--- src/rtl/v_chunk_arbiter_if.sv ---
`default_nettype none
// ============================================================================
// Module   : v_chunk_arbiter_if
// Brief    : Bundle of requester and UART TX byte signals around the
//            chunk arbiter. The arbiter uses the slave side; the requesters
//            and the transmitter (or a bench) use the master side.
// Revision : 1.0 - initial release
// ============================================================================
interface v_chunk_arbiter_if #(
  parameter int NUM_REQUESTERS      = 4,
  parameter int CHUNK_PAYLOAD_BYTES = 2,
  parameter int GRANT_INDEX_SIZE    = 2
);
  logic [NUM_REQUESTERS-1:0]                       req_should_update;
  logic [NUM_REQUESTERS*8-1:0]                     req_tx_chunk_type;
  logic [NUM_REQUESTERS*CHUNK_PAYLOAD_BYTES*8-1:0] req_tx_chunk_bytes;
  logic [NUM_REQUESTERS-1:0]                       req_reset;
  logic [7:0]                                      tx_byte;
  logic                                            tx_valid;
  logic                                            tx_ready;
  logic                                            busy;
  logic [GRANT_INDEX_SIZE-1:0]                     grant_index;

  // Requesters and UART transmitter side
  modport master (
    output req_should_update, req_tx_chunk_type, req_tx_chunk_bytes, tx_ready,
    input  req_reset, tx_byte, tx_valid, busy, grant_index
  );

  // Arbiter side
  modport slave (
    input  req_should_update, req_tx_chunk_type, req_tx_chunk_bytes, tx_ready,
    output req_reset, tx_byte, tx_valid, busy, grant_index
  );
endinterface
`default_nettype wire

--- src/rtl/v_chunk_arbiter.sv ---
`default_nettype none
// ============================================================================
// Module   : v_chunk_arbiter
// Brief    : Round-robin arbiter sharing one UART TX byte channel between
//            virtual peripherals. A granted chunk goes out as type byte then
//            payload bytes (LSB first), then the requester gets a one-cycle
//            ack on req_reset.
// Revision : 1.0 - initial release
// ============================================================================
module v_chunk_arbiter #(
  parameter int NUM_REQUESTERS      = 4,
  parameter int CHUNK_PAYLOAD_BYTES = 2,
  parameter int GRANT_INDEX_SIZE    = 2
) (
  input logic              CLK,
  input logic              RST_N,
  v_chunk_arbiter_if.slave bus
);

  localparam int c_payload_w = CHUNK_PAYLOAD_BYTES * 8;
  localparam int c_cnt_w     = (CHUNK_PAYLOAD_BYTES > 1) ? $clog2(CHUNK_PAYLOAD_BYTES) : 1;
  localparam logic [c_cnt_w-1:0]          c_last_byte = c_cnt_w'(CHUNK_PAYLOAD_BYTES - 1);
  localparam logic [GRANT_INDEX_SIZE-1:0] c_last_req  = GRANT_INDEX_SIZE'(NUM_REQUESTERS - 1);

  typedef enum logic [1:0] {
    S_IDLE         = 2'd0,
    S_SEND_TYPE    = 2'd1,
    S_SEND_PAYLOAD = 2'd2,
    S_ACK          = 2'd3
  } state_t;

  state_t                      state_q, state_d;
  logic [GRANT_INDEX_SIZE-1:0] rr_base_q, rr_base_d;
  logic [GRANT_INDEX_SIZE-1:0] grant_index_q, grant_index_d;
  logic [7:0]                  type_q, type_d;
  logic [c_payload_w-1:0]      payload_q, payload_d;
  logic [c_cnt_w-1:0]          cnt_q, cnt_d;
  logic                        tx_valid_q, tx_valid_d;
  logic [7:0]                  tx_byte_q, tx_byte_d;
  logic [NUM_REQUESTERS-1:0]   req_reset_q, req_reset_d;
  logic                        busy_q, busy_d;

  logic                        w_found;
  logic [GRANT_INDEX_SIZE-1:0] w_pick;
  logic [7:0]                  w_sel_type;
  logic [c_payload_w-1:0]      w_sel_payload;
  logic [NUM_REQUESTERS-1:0]   w_ack_vec;

  // Payload byte idx of a latched chunk, byte 0 being the least significant
  function automatic logic [7:0] payload_byte(input logic [c_payload_w-1:0] p,
                                              input logic [c_cnt_w-1:0]     idx);
    payload_byte = 8'h00;
    for (int j = 0; j < CHUNK_PAYLOAD_BYTES; j++) begin
      if (idx == c_cnt_w'(j)) payload_byte = p[j*8 +: 8];
    end
  endfunction

  // Round-robin search: first pending request at or above rr_base_q, wrapping;
  // walking the offsets downward lets the smallest offset win
  always_comb begin : p_pick
    int cand;
    w_found = 1'b0;
    w_pick  = '0;
    cand    = 0;
    for (int k = NUM_REQUESTERS - 1; k >= 0; k--) begin
      cand = int'(rr_base_q) + k;
      if (cand >= NUM_REQUESTERS) cand = cand - NUM_REQUESTERS;
      if (bus.req_should_update[cand[GRANT_INDEX_SIZE-1:0]]) begin
        w_found = 1'b1;
        w_pick  = cand[GRANT_INDEX_SIZE-1:0];
      end
    end
  end

  // Pick out the winning requester's type/payload and build the ack one-hot
  always_comb begin
    w_sel_type    = 8'h00;
    w_sel_payload = '0;
    w_ack_vec     = '0;
    for (int i = 0; i < NUM_REQUESTERS; i++) begin
      if (w_pick == GRANT_INDEX_SIZE'(i)) begin
        w_sel_type    = bus.req_tx_chunk_type[i*8 +: 8];
        w_sel_payload = bus.req_tx_chunk_bytes[i*c_payload_w +: c_payload_w];
      end
      w_ack_vec[i] = (grant_index_q == GRANT_INDEX_SIZE'(i));
    end
  end

  // Next-state and next-output computation; all outputs come straight from flops
  always_comb begin
    state_d       = state_q;
    rr_base_d     = rr_base_q;
    grant_index_d = grant_index_q;
    type_d        = type_q;
    payload_d     = payload_q;
    cnt_d         = cnt_q;
    tx_valid_d    = tx_valid_q;
    tx_byte_d     = tx_byte_q;
    req_reset_d   = '0;
    case (state_q)
      S_IDLE: begin
        if (w_found) begin
          state_d       = S_SEND_TYPE;
          grant_index_d = w_pick;
          rr_base_d     = (w_pick == c_last_req) ? '0 : w_pick + 1'b1;
          type_d        = w_sel_type;
          payload_d     = w_sel_payload;
          tx_valid_d    = 1'b1;
          tx_byte_d     = w_sel_type;
        end
      end
      S_SEND_TYPE: begin
        if (bus.tx_ready) begin
          state_d   = S_SEND_PAYLOAD;
          cnt_d     = '0;
          tx_byte_d = payload_byte(payload_q, '0);
        end
      end
      S_SEND_PAYLOAD: begin
        if (bus.tx_ready) begin
          if (cnt_q == c_last_byte) begin
            state_d     = S_ACK;
            tx_valid_d  = 1'b0;
            tx_byte_d   = 8'h00;
            req_reset_d = w_ack_vec;
          end else begin
            cnt_d     = cnt_q + 1'b1;
            tx_byte_d = payload_byte(payload_q, cnt_q + 1'b1);
          end
        end
      end
      S_ACK: begin
        state_d = S_IDLE;
      end
      default: begin
        state_d    = S_IDLE;
        tx_valid_d = 1'b0;
        tx_byte_d  = 8'h00;
      end
    endcase
    busy_d = (state_d != S_IDLE);
  end

  // State and output registers; async reset abandons any frame in flight
  always_ff @(posedge CLK or negedge RST_N) begin
    if (!RST_N) begin
      state_q       <= S_IDLE;
      rr_base_q     <= '0;
      grant_index_q <= '0;
      type_q        <= 8'h00;
      payload_q     <= '0;
      cnt_q         <= '0;
      tx_valid_q    <= 1'b0;
      tx_byte_q     <= 8'h00;
      req_reset_q   <= '0;
      busy_q        <= 1'b0;
    end else begin
      state_q       <= state_d;
      rr_base_q     <= rr_base_d;
      grant_index_q <= grant_index_d;
      type_q        <= type_d;
      payload_q     <= payload_d;
      cnt_q         <= cnt_d;
      tx_valid_q    <= tx_valid_d;
      tx_byte_q     <= tx_byte_d;
      req_reset_q   <= req_reset_d;
      busy_q        <= busy_d;
    end
  end

  assign bus.req_reset   = req_reset_q;
  assign bus.tx_byte     = tx_byte_q;
  assign bus.tx_valid    = tx_valid_q;
  assign bus.busy        = busy_q;
  assign bus.grant_index = grant_index_q;

endmodule
`default_nettype wire

--- src/flat_wrapper.sv ---
// flat-port wrapper written by rule: the top's interface ports become plain ports
module v_chunk_arbiter_flat 
#(
  parameter int NUM_REQUESTERS      = 4,
  parameter int CHUNK_PAYLOAD_BYTES = 2,
  parameter int GRANT_INDEX_SIZE    = 2
)
  (CLK, RST_N, bus_req_should_update, bus_req_tx_chunk_type, bus_req_tx_chunk_bytes, bus_tx_ready, bus_req_reset, bus_tx_byte, bus_tx_valid, bus_busy, bus_grant_index);
  v_chunk_arbiter_if #(.NUM_REQUESTERS(NUM_REQUESTERS), .CHUNK_PAYLOAD_BYTES(CHUNK_PAYLOAD_BYTES), .GRANT_INDEX_SIZE(GRANT_INDEX_SIZE)) bus_i ();
  input logic CLK;
  input logic RST_N;
  input wire logic [$bits(bus_i.req_should_update)-1:0] bus_req_should_update;
  input wire logic [$bits(bus_i.req_tx_chunk_type)-1:0] bus_req_tx_chunk_type;
  input wire logic [$bits(bus_i.req_tx_chunk_bytes)-1:0] bus_req_tx_chunk_bytes;
  input wire logic [$bits(bus_i.tx_ready)-1:0] bus_tx_ready;
  output wire logic [$bits(bus_i.req_reset)-1:0] bus_req_reset;
  output wire logic [$bits(bus_i.tx_byte)-1:0] bus_tx_byte;
  output wire logic [$bits(bus_i.tx_valid)-1:0] bus_tx_valid;
  output wire logic [$bits(bus_i.busy)-1:0] bus_busy;
  output wire logic [$bits(bus_i.grant_index)-1:0] bus_grant_index;
  assign bus_i.req_should_update = bus_req_should_update;
  assign bus_i.req_tx_chunk_type = bus_req_tx_chunk_type;
  assign bus_i.req_tx_chunk_bytes = bus_req_tx_chunk_bytes;
  assign bus_i.tx_ready = bus_tx_ready;
  assign bus_req_reset = bus_i.req_reset;
  assign bus_tx_byte = bus_i.tx_byte;
  assign bus_tx_valid = bus_i.tx_valid;
  assign bus_busy = bus_i.busy;
  assign bus_grant_index = bus_i.grant_index;
  v_chunk_arbiter #(.NUM_REQUESTERS(NUM_REQUESTERS), .CHUNK_PAYLOAD_BYTES(CHUNK_PAYLOAD_BYTES), .GRANT_INDEX_SIZE(GRANT_INDEX_SIZE)) u_core (.CLK(CLK), .RST_N(RST_N), .bus(bus_i));
endmodule
--- config.mk ---
export PLATFORM = sky130hd
export DESIGN_NAME = v_chunk_arbiter_flat
export DESIGN_NICKNAME = d
export VERILOG_FILES = /design/src/rtl/v_chunk_arbiter_if.sv /design/src/rtl/v_chunk_arbiter.sv /design/src/flat_wrapper.sv
export SDC_FILE = /design/constraint.sdc
export NUM_CORES = 1
export LEC_CHECK = 0
export ABC_AREA = 1
export BUFFER_PORTS_ARGS = -buffer_cell sky130_fd_sc_hd__buf_2
export CORE_ASPECT_RATIO = 1.75
export CORE_MARGIN = 2
export CORE_UTILIZATION = 48
export CTS_CLUSTER_SIZE = 28
export DETAILED_ROUTE_END_ITERATION = 6
export HOLD_SLACK_MARGIN = 0.06
export PLACE_DENSITY = 0.91
export SETUP_SLACK_MARGIN = 0.4
export SKIP_CTS_REPAIR_TIMING = 1
export SLEW_MARGIN = 20
export SYNTH_ARGS = -nofsm -noshare
export SYNTH_HDL_FRONTEND = slang
export SYNTH_SLANG_ARGS = --single-unit
--- constraint.sdc ---
create_clock -name CLK -period 2.85 [get_ports CLK]
set_clock_uncertainty 0.2 [all_clocks]
set_input_delay 0.57 -clock CLK [delete_from_list [all_inputs] [get_ports CLK]]
set_output_delay 0.57 -clock CLK [all_outputs]
set_load 0.03 [all_outputs]
==> flow_results.xml, run 1 <==
<?xml version="1.0" encoding="UTF-8"?>
<metrics>
  <group name="yosys">
    <metric name="syn_area" unit="mm²">0.002746</metric>
    <metric name="avgSynthCellArea" unit="µm²">6.270</metric>
    <metric name="synth.lib_cells_used.distinct" unit="">23</metric>
    <metric name="synth.cells.most_frequent" unit="">sky130_fd_sc_hd__nand2_1 (208), sky130_fd_sc_hd__o21ai_0 (47), sky130_fd_sc_hd__dfrtp_1 (37), sky130_fd_sc_hd__inv_1 (37), sky130_fd_sc_hd__a21oi_1 (32)</metric>
    <metric name="postSynthCellCount" unit="">438</metric>
    <metric name="synthTopCellsByArea" unit="">sky130_fd_sc_hd__dfrtp_1 (34%), sky130_fd_sc_hd__nand2_1 (28%), sky130_fd_sc_hd__o21ai_0 (8.6%), sky130_fd_sc_hd__a21oi_1 (5.8%), sky130_fd_sc_hd__inv_1 (5.1%)</metric>
    <metric name="yosys_top_cell_area_share" unit="%">33.71</metric>
    <metric name="synth.yosys.warnings" unit="">0</metric>
    <metric name="synth_edf_count" unit="">0</metric>
    <metric name="synth_most_common_cell" unit="">sky130_fd_sc_hd__nand2_1</metric>
    <metric name="synth-main-ff-cell" unit="">sky130_fd_sc_hd__dfrtp_1</metric>
    <metric name="ys_seq_area_share" unit="%">33.71</metric>
    <metric name="synth_top_area_cell" unit="">sky130_fd_sc_hd__dfrtp_1</metric>
    <metric name="ys_seq_elements" unit="">37</metric>
    <metric name="asyncSetResetFlopFracSynth" unit="%">100.0</metric>
    <metric name="synth_fp_nets" unit="">549</metric>
  </group>
  <group name="finish">
    <metric name="stdcell_count" unit="">633</metric>
    <metric name="drive_gt1_share" unit="%">35.19</metric>
    <metric name="antennaDiodeCount" unit="">0</metric>
    <metric name="area_delta_synth_final" unit="%">40.77</metric>
    <metric name="nets" unit="">667</metric>
  </group>
  <group name="detailed_routing">
    <metric name="drt_first_pass_iters" unit="">5</metric>
    <metric name="detail_route.wirelength" unit="µm">9320</metric>
    <metric name="drt_iter0_drc" unit="">147</metric>
    <metric name="route.vias.total" unit="">3484</metric>
    <metric name="remaining_drc_errors" unit="">0</metric>
    <metric name="antenna_violating_nets_post_route" unit="">0</metric>
    <metric name="viasPerCell" unit="">5.504</metric>
    <metric name="routedWlPerCell" unit="µm">14.72</metric>
  </group>
  <group name="sta">
    <metric name="min_period" unit="ns">2.598</metric>
    <metric name="setup_viol" unit="">0</metric>
    <metric name="slew_viol_final" unit="">0</metric>
    <metric name="max_clock_freq" unit="GHz">0.3849</metric>
    <metric name="rsz0062_at_grt" unit="">yes</metric>
    <metric name="final_min_period_over_clock_period" unit="%">91.17</metric>
    <metric name="final_hold_viol_count" unit="">0</metric>
    <metric name="setup-tns-final" unit="ns">0</metric>
    <metric name="slew_headroom" unit="%">44.94</metric>
    <metric name="worstMarginPinSlew" unit="ns">0.8259</metric>
  </group>
  <group name="global_route">
    <metric name="grt_start_max_net_pins" unit="">49</metric>
    <metric name="grt.total_usage" unit="%">25.01</metric>
    <metric name="grt_remaining_overflow" unit="">0</metric>
    <metric name="grt_first_pass_wirelength" unit="µm">12610</metric>
    <metric name="grt_antenna_before_repair" unit="">0</metric>
    <metric name="first_global_vias" unit="">3006</metric>
  </group>
  <group name="placement">
    <metric name="number_of_placed_instances_with_taps_included" unit="">615</metric>
    <metric name="numPortBuffers" unit="">118</metric>
    <metric name="gp_congestion" unit="">0.8367</metric>
    <metric name="post-dp-hpwl" unit="µm">5925</metric>
  </group>
  <group name="die">
    <metric name="core_region_area" unit="mm²">0.005540</metric>
    <metric name="die_area" unit="mm²">0.006367</metric>
    <metric name="fp-row-count" unit="">36</metric>
    <metric name="start_util" unit="%">49.57</metric>
    <metric name="io_pins" unit="">119</metric>
    <metric name="die_h" unit="µm">104.1</metric>
    <metric name="floorplan.die.width" unit="µm">61.18</metric>
  </group>
  <group name="power">
    <metric name="seq_power_share" unit="%">14.0</metric>
    <metric name="net_switching_power" unit="µW">3370</metric>
    <metric name="intPower" unit="µW">3079</metric>
    <metric name="cellLeakagePower" unit="µW">0.002110</metric>
    <metric name="power.share.clock" unit="%">7.3</metric>
    <metric name="netSwitchingFraction" unit="%">52.26</metric>
    <metric name="p_per_area" unit="mW/mm²">1668</metric>
    <metric name="p_comb_share" unit="%">78.8</metric>
    <metric name="max-vdd-ir-drop" unit="µV">1412</metric>
  </group>
  <group name="cts">
    <metric name="max_root_sink_buffers" unit="">2</metric>
    <metric name="cts_made_buffers" unit="">5</metric>
    <metric name="path_clk_slew" unit="ns">0.07</metric>
    <metric name="clock_latency" unit="ns">0.29</metric>
    <metric name="cts-root-buf" unit="">sky130_fd_sc_hd__clkbuf_8</metric>
    <metric name="clkSinkCount" unit="">37</metric>
    <metric name="h-tree-depth" unit="">2</metric>
    <metric name="tritoncts" unit="">built</metric>
  </group>
  <group name="critical_path">
    <metric name="timing.reg2reg.setup_slack" unit="ns">0.25</metric>
    <metric name="worst_path_dominant_cell_family" unit="">simple AND/OR/NAND/NOR gates</metric>
    <metric name="worst-setup-path-type" unit="">flop to flop</metric>
    <metric name="crit_path_top_delay_cell" unit="">sky130_fd_sc_hd__dfrtp_2</metric>
    <metric name="critPathMaxFanout" unit="">8</metric>
    <metric name="cp-end-kind" unit="">flop</metric>
    <metric name="timing.critical_path.mode_cell" unit="">sky130_fd_sc_hd__nand2_1</metric>
    <metric name="cp-start-kind" unit="">flop</metric>
    <metric name="cp.buffers_inverters" unit="">3</metric>
    <metric name="cpPeakStageDelay" unit="ns">0.48</metric>
    <metric name="crit_path_dat" unit="ns">2.62</metric>
    <metric name="reg_to_reg_start" unit="">u_core.rr_base_q[0]$_DFFE_PN0P_</metric>
    <metric name="critical_path_cell_by_cell" unit="">inv_4 &gt; nand2_1 &gt; nand2_2 &gt; inv_1 &gt; o21ai_1 &gt; nand2_2 &gt; ha_4 &gt; nor2_4 &gt; buf_12 &gt; nand2_1 &gt; nand2_1 &gt; o21ai_0 &gt; o21ai_1 &gt; nand2_1 &gt; nand2_1</metric>
    <metric name="depth_of_the_worst_register_to_register_path" unit="">15</metric>
    <metric name="timing.rr.end" unit="">u_core.payload_q[6]$_DFFE_PN0P_</metric>
    <metric name="timing.critical_path.required" unit="ns">2.87</metric>
  </group>
  <group name="min_path">
    <metric name="hold_path_class" unit="">input port to async pin</metric>
  </group>
  <group name="flow_run">
    <metric name="timing.max_cap.violations" unit="">0</metric>
  </group>
  <group name="status">
    <metric name="outcome" unit="">finished clean</metric>
  </group>
</metrics>
logic make-up (layout without fill, tap and decap cells):
group                      Yosys count  in the layout  synth area share, %
buffers and inverters               61            180                9.613
DFF                                 37             37                33.71
and+or+nand+nor                    236            236                34.81
AOI/OAI and AO/OA                   96             96                18.22
adders and majority gates            8              8                3.645
how the worst max path moves through the flow:
stage / startpoint / to / slack, ns / depth (start not counted)
2_1_floorplan: bus_req_should_update[2] / u_core.payload_q[11]$_DFFE_PN0P_ / 0.40 / 20
3_3_place_gp: bus_req_should_update[0] / u_core.payload_q[7]$_DFFE_PN0P_ / 0.11 / 19
3_5_place_dp: bus_req_should_update[2] / u_core.payload_q[0]$_DFFE_PN0P_ / 0.02 / 19
4_1_cts: u_core.rr_base_q[0]$_DFFE_PN0P_ / u_core.payload_q[0]$_DFFE_PN0P_ / 0.08 / 19
5_1_grt: u_core.rr_base_q[0]$_DFFE_PN0P_ / u_core.payload_q[6]$_DFFE_PN0P_ / 0.15 / 15
6_report: u_core.rr_base_q[0]$_DFFE_PN0P_ / u_core.payload_q[6]$_DFFE_PN0P_ / 0.25 / 15
metrics by stage:
step           total power [µW]  worst slack (ns)  utilization [%]  hold WS, ns  area, µm²
2_1_floorplan              3765            0.4023                -      0.07441       2763
3_3_place_gp               4436            0.1061            61.09       0.2550       3385
3_5_place_dp               4553           0.01953            61.09       0.2541       3385
4_1_cts                    5052           0.07986            63.19       0.2009       3501
5_1_grt                    6922            0.1477            69.78       0.2489       3866
6_report                   6449            0.2516            69.78       0.1776       3866
per-layer routing:
metal	global-route usage [%]	wire, µm
met2	44.83	4906
met3	2.861	748
met5	0	0
met4	8.851	608
met1	28.80	3056
layout make-up:
type                    instances  area, µm²
clock buffers                   7      86.33
clock inverters                 1      30.03
fillers                       437       1674
inverters                      39      151.4
multi-input cells             340       1707
flip-flops and latches         37      927.1
well taps                      76      95.09
repair buffers                133      869.6
power groups by stage:
stage | logic (µW) | clock network (µW) | registers (µW)
6_report | 5080 | 469 | 901
5_1_grt | 5510 | 489 | 927
4_1_cts | 3690 | 467 | 895
3_5_place_dp | 3650 | 0 | 902
3_3_place_gp | 3540 | 0 | 892
2_1_floorplan | 2760 | 0 | 1000
registers in the layout (all words and copies together) (netlist names):
name and flops:
u_core.payload_q 16, u_core.bus.tx_byte 8, u_core.bus.req_reset 4, u_core.bus.grant_index 2, u_core.rr_base_q 2, u_core.state_q 2, u_core.bus.busy 1, u_core.bus.tx_valid 1
u_core.cnt_q 1
cells in the final DEF (no fill, tap or decap), drive strengths merged:
master and instances:
ha 8, nand3 8, o22ai 4, nor3 4, clkbuf 12, a21oi 32
bufinv 1, inv 39, nand4 3, dfrtp 37, a22o 4, nor2 6
nand2 215, o21ai 56, buf 128
worst register-to-register path, delay by kind of cell (launching register included):
kind / cells / cell delay (ns)
AOI/OAI and AO/OA: 3 / 0.47
buffers and inverters: 3 / 0.33
adders and majority gates: 1 / 0.25
and+or+nand+nor: 8 / 0.81
DFF: 1 / 0.48
No activity file was read; power rests on OpenSTA's default activity.
==> inputs of run 2 (changes only) <==
- REMOVE_ABC_BUFFERS: unset -> 1
- TNS_END_PERCENT: unset -> 100
==> run 2 against run 1 <==
Clock power is essentially flat. Non-clock buffer count stayed put. Worst setup slack better by 0.039 ns. Worst hold slack worse by 0.021 ns. Core utilization is 1.9 points lower. Via count down 5.0%. Critical endpoint is now u_core.payload_q[3]$_DFFE_PN0P_. Largest cell class unchanged.
==> flow_results.xml, run 2 (same netlist as run 1, synthesis figures left out) <==
<?xml version="1.0" encoding="UTF-8"?>
<metrics>
  <group name="sta">
    <metric name="final_min_period_over_clock_period" unit="%">89.79</metric>
    <metric name="hold-worst-slack" unit="ns">0.1562</metric>
    <metric name="min_period" unit="ns">2.559</metric>
    <metric name="worstMarginPinSlew" unit="ns">0.8105</metric>
    <metric name="slew_viol_final" unit="">0</metric>
    <metric name="setup-tns-final" unit="ns">0</metric>
    <metric name="setup_viol" unit="">0</metric>
    <metric name="slew_headroom" unit="%">45.97</metric>
    <metric name="max_clock_freq" unit="GHz">0.3908</metric>
    <metric name="final_hold_viol_count" unit="">0</metric>
    <metric name="rsz0062_at_grt" unit="">yes</metric>
  </group>
  <group name="global_route">
    <metric name="grt_start_max_net_pins" unit="">49</metric>
    <metric name="grt_first_pass_wirelength" unit="µm">13140</metric>
    <metric name="grt.total_usage" unit="%">26.22</metric>
    <metric name="grt_remaining_overflow" unit="">0</metric>
    <metric name="first_global_vias" unit="">3204</metric>
    <metric name="grt_antenna_before_repair" unit="">0</metric>
  </group>
  <group name="die">
    <metric name="die_h" unit="µm">104.1</metric>
    <metric name="floorplan.die.width" unit="µm">61.18</metric>
    <metric name="core_region_area" unit="mm²">0.005540</metric>
    <metric name="fp-row-count" unit="">36</metric>
    <metric name="die_area" unit="mm²">0.006367</metric>
    <metric name="io_pins" unit="">119</metric>
    <metric name="start_util" unit="%">49.57</metric>
  </group>
  <group name="cts">
    <metric name="clock_latency" unit="ns">0.30</metric>
    <metric name="cts-root-buf" unit="">sky130_fd_sc_hd__clkbuf_8</metric>
    <metric name="clkSinkCount" unit="">37</metric>
    <metric name="tritoncts" unit="">built</metric>
    <metric name="path_clk_slew" unit="ns">0.07</metric>
    <metric name="h-tree-depth" unit="">2</metric>
    <metric name="max_root_sink_buffers" unit="">2</metric>
    <metric name="cts_made_buffers" unit="">5</metric>
  </group>
  <group name="finish">
    <metric name="layout_common_cells" unit="">sky130_fd_sc_hd__nand2_1 (187), sky130_fd_sc_hd__buf_2 (118), sky130_fd_sc_hd__o21ai_1 (42)</metric>
    <metric name="area_delta_synth_final" unit="%">37.04</metric>
    <metric name="most_common_library_cell_in_the_layout_ignoring_fill_and_taps" unit="">sky130_fd_sc_hd__nand2_1</metric>
    <metric name="largest_register" unit="">u_core.payload_q</metric>
    <metric name="nets" unit="">667</metric>
    <metric name="postLayoutCellArea" unit="mm²">0.003764</metric>
    <metric name="fillCellCount" unit="">470</metric>
    <metric name="max_ffs_per_register" unit="">16</metric>
    <metric name="antennaDiodeCount" unit="">0</metric>
    <metric name="stdcell_count" unit="">633</metric>
    <metric name="drive_gt1_share" unit="%">33.21</metric>
  </group>
  <group name="status">
    <metric name="outcome" unit="">finished clean</metric>
  </group>
  <group name="detailed_routing">
    <metric name="detail_route.wirelength" unit="µm">8430</metric>
    <metric name="routedWlPerCell" unit="µm">13.32</metric>
    <metric name="antenna_violating_nets_post_route" unit="">0</metric>
    <metric name="viasPerCell" unit="">5.229</metric>
    <metric name="drt_iter0_drc" unit="">208</metric>
    <metric name="route.vias.total" unit="">3310</metric>
    <metric name="remaining_drc_errors" unit="">0</metric>
    <metric name="drt_first_pass_iters" unit="">4</metric>
  </group>
  <group name="power">
    <metric name="p_per_area" unit="mW/mm²">1599</metric>
    <metric name="max-vdd-ir-drop" unit="µV">1056</metric>
    <metric name="cellLeakagePower" unit="µW">0.002094</metric>
    <metric name="fin_total_pwr" unit="µW">6018</metric>
  </group>
  <group name="placement">
    <metric name="post-dp-hpwl" unit="µm">6012</metric>
    <metric name="numPortBuffers" unit="">118</metric>
    <metric name="number_of_placed_instances_with_taps_included" unit="">618</metric>
    <metric name="placement.cell_area" unit="mm²">0.003415</metric>
    <metric name="gp_congestion" unit="">0.9217</metric>
  </group>
  <group name="critical_path">
    <metric name="cp-end-kind" unit="">flop</metric>
    <metric name="timing.critical_path.required" unit="ns">2.86</metric>
    <metric name="critPathMaxFanout" unit="">8</metric>
    <metric name="crit_path_dat" unit="ns">2.57</metric>
    <metric name="worst-setup-path-type" unit="">flop to flop</metric>
    <metric name="cp-start-kind" unit="">flop</metric>
  </group>
  <group name="flow_run">
    <metric name="timing.max_cap.violations" unit="">0</metric>
  </group>
  <group name="min_path">
    <metric name="hold_path_class" unit="">input port to async pin</metric>
  </group>
</metrics>
[run 2: cell types whose count changed in the layout (fill, tap and decap cells not counted), sizes merged]
| cell | change |
|---|---|
| clkbuf | -3 |
| buf | +3 |
[run 2: final timing paths]
check | from | end | slack [ns] | cells past startpoint
worst min-delay path | RST_N | u_core.rr_base_q[1]$_DFFE_PN0P_ | 0.16 | 1
worst max-delay path | u_core.rr_base_q[0]$_DFFE_PN0P_ | u_core.payload_q[3]$_DFFE_PN0P_ | 0.29 | 20
min in group CLK | u_core.bus.tx_byte[0]$_DFFE_PN0P_ | u_core.bus.tx_byte[0]$_DFFE_PN0P_ | 0.27 | 2
worst min register to register | u_core.bus.tx_byte[0]$_DFFE_PN0P_ | u_core.bus.tx_byte[0]$_DFFE_PN0P_ | 0.27 | 2
max in group asynchronous | RST_N | u_core.rr_base_q[0]$_DFFE_PN0P_ | 1.72 | 1
worst max register to register | u_core.rr_base_q[0]$_DFFE_PN0P_ | u_core.payload_q[3]$_DFFE_PN0P_ | 0.29 | 20
[run 2: final cells by class]
cell class	count	area [µm²]	area share (%)
clock buffers	7	86.33	2.294
multi-input cells	340	1684	44.75
inverters	39	153.9	4.089
well taps	76	95.09	2.527
clock inverters	1	30.03	0.7979
repair buffers	133	787.0	20.91
flip-flops and latches	37	927.1	24.63
[run 2: power breakdown]
group / internal, µW / total, µW / switching (µW)
clock: 285 / 471 / 186
sequential: 761 / 891 / 130
combinational: 1830 / 4660 / 2820
total: 2880 / 6020 / 3140
[run 2: critical path, cell delays in order (launching register included)]
cell and delay [ns]:
sky130_fd_sc_hd__dfrtp_2 0.46, sky130_fd_sc_hd__buf_6 0.15, sky130_fd_sc_hd__nand2_2 0.06, sky130_fd_sc_hd__nand2_2 0.05, sky130_fd_sc_hd__nand2_2 0.07, sky130_fd_sc_hd__nand2_2 0.05, sky130_fd_sc_hd__nand2_2 0.09, sky130_fd_sc_hd__nand2_2 0.06
sky130_fd_sc_hd__nand2_2 0.09, sky130_fd_sc_hd__nand2_4 0.08, sky130_fd_sc_hd__inv_4 0.08, sky130_fd_sc_hd__ha_4 0.15, sky130_fd_sc_hd__inv_4 0.04, sky130_fd_sc_hd__nor2_4 0.16, sky130_fd_sc_hd__buf_12 0.15, sky130_fd_sc_hd__nand2_4 0.04
sky130_fd_sc_hd__nand2_2 0.05, sky130_fd_sc_hd__o21ai_1 0.08, sky130_fd_sc_hd__o21ai_1 0.19, sky130_fd_sc_hd__nand2_1 0.07, sky130_fd_sc_hd__o21ai_1 0.10
[run 2: through the flow]
stage               worst slack [ns]  util [%]
floorplan                   -0.01557         -
global placement              0.1157     61.63
detailed placement           0.02513     61.63
CTS                          0.03137     63.73
global route                  0.1732     67.93
finish                        0.2910     67.93
[run 2: routing by layer]
metal | wire (µm) | GRT usage [%] | vias to the layer above | share of wire, %
met1 | 3109 | 28.71 | 1510 | 37
met2 | 4560 | 46.43 | 140 | 54
met5 | 0 | 0 | - | 0
li1 | - | - | 1626 | -
met4 | 316 | 12.73 | 0 | 3.7
met3 | 444 | 3.483 | 34 | 5.3
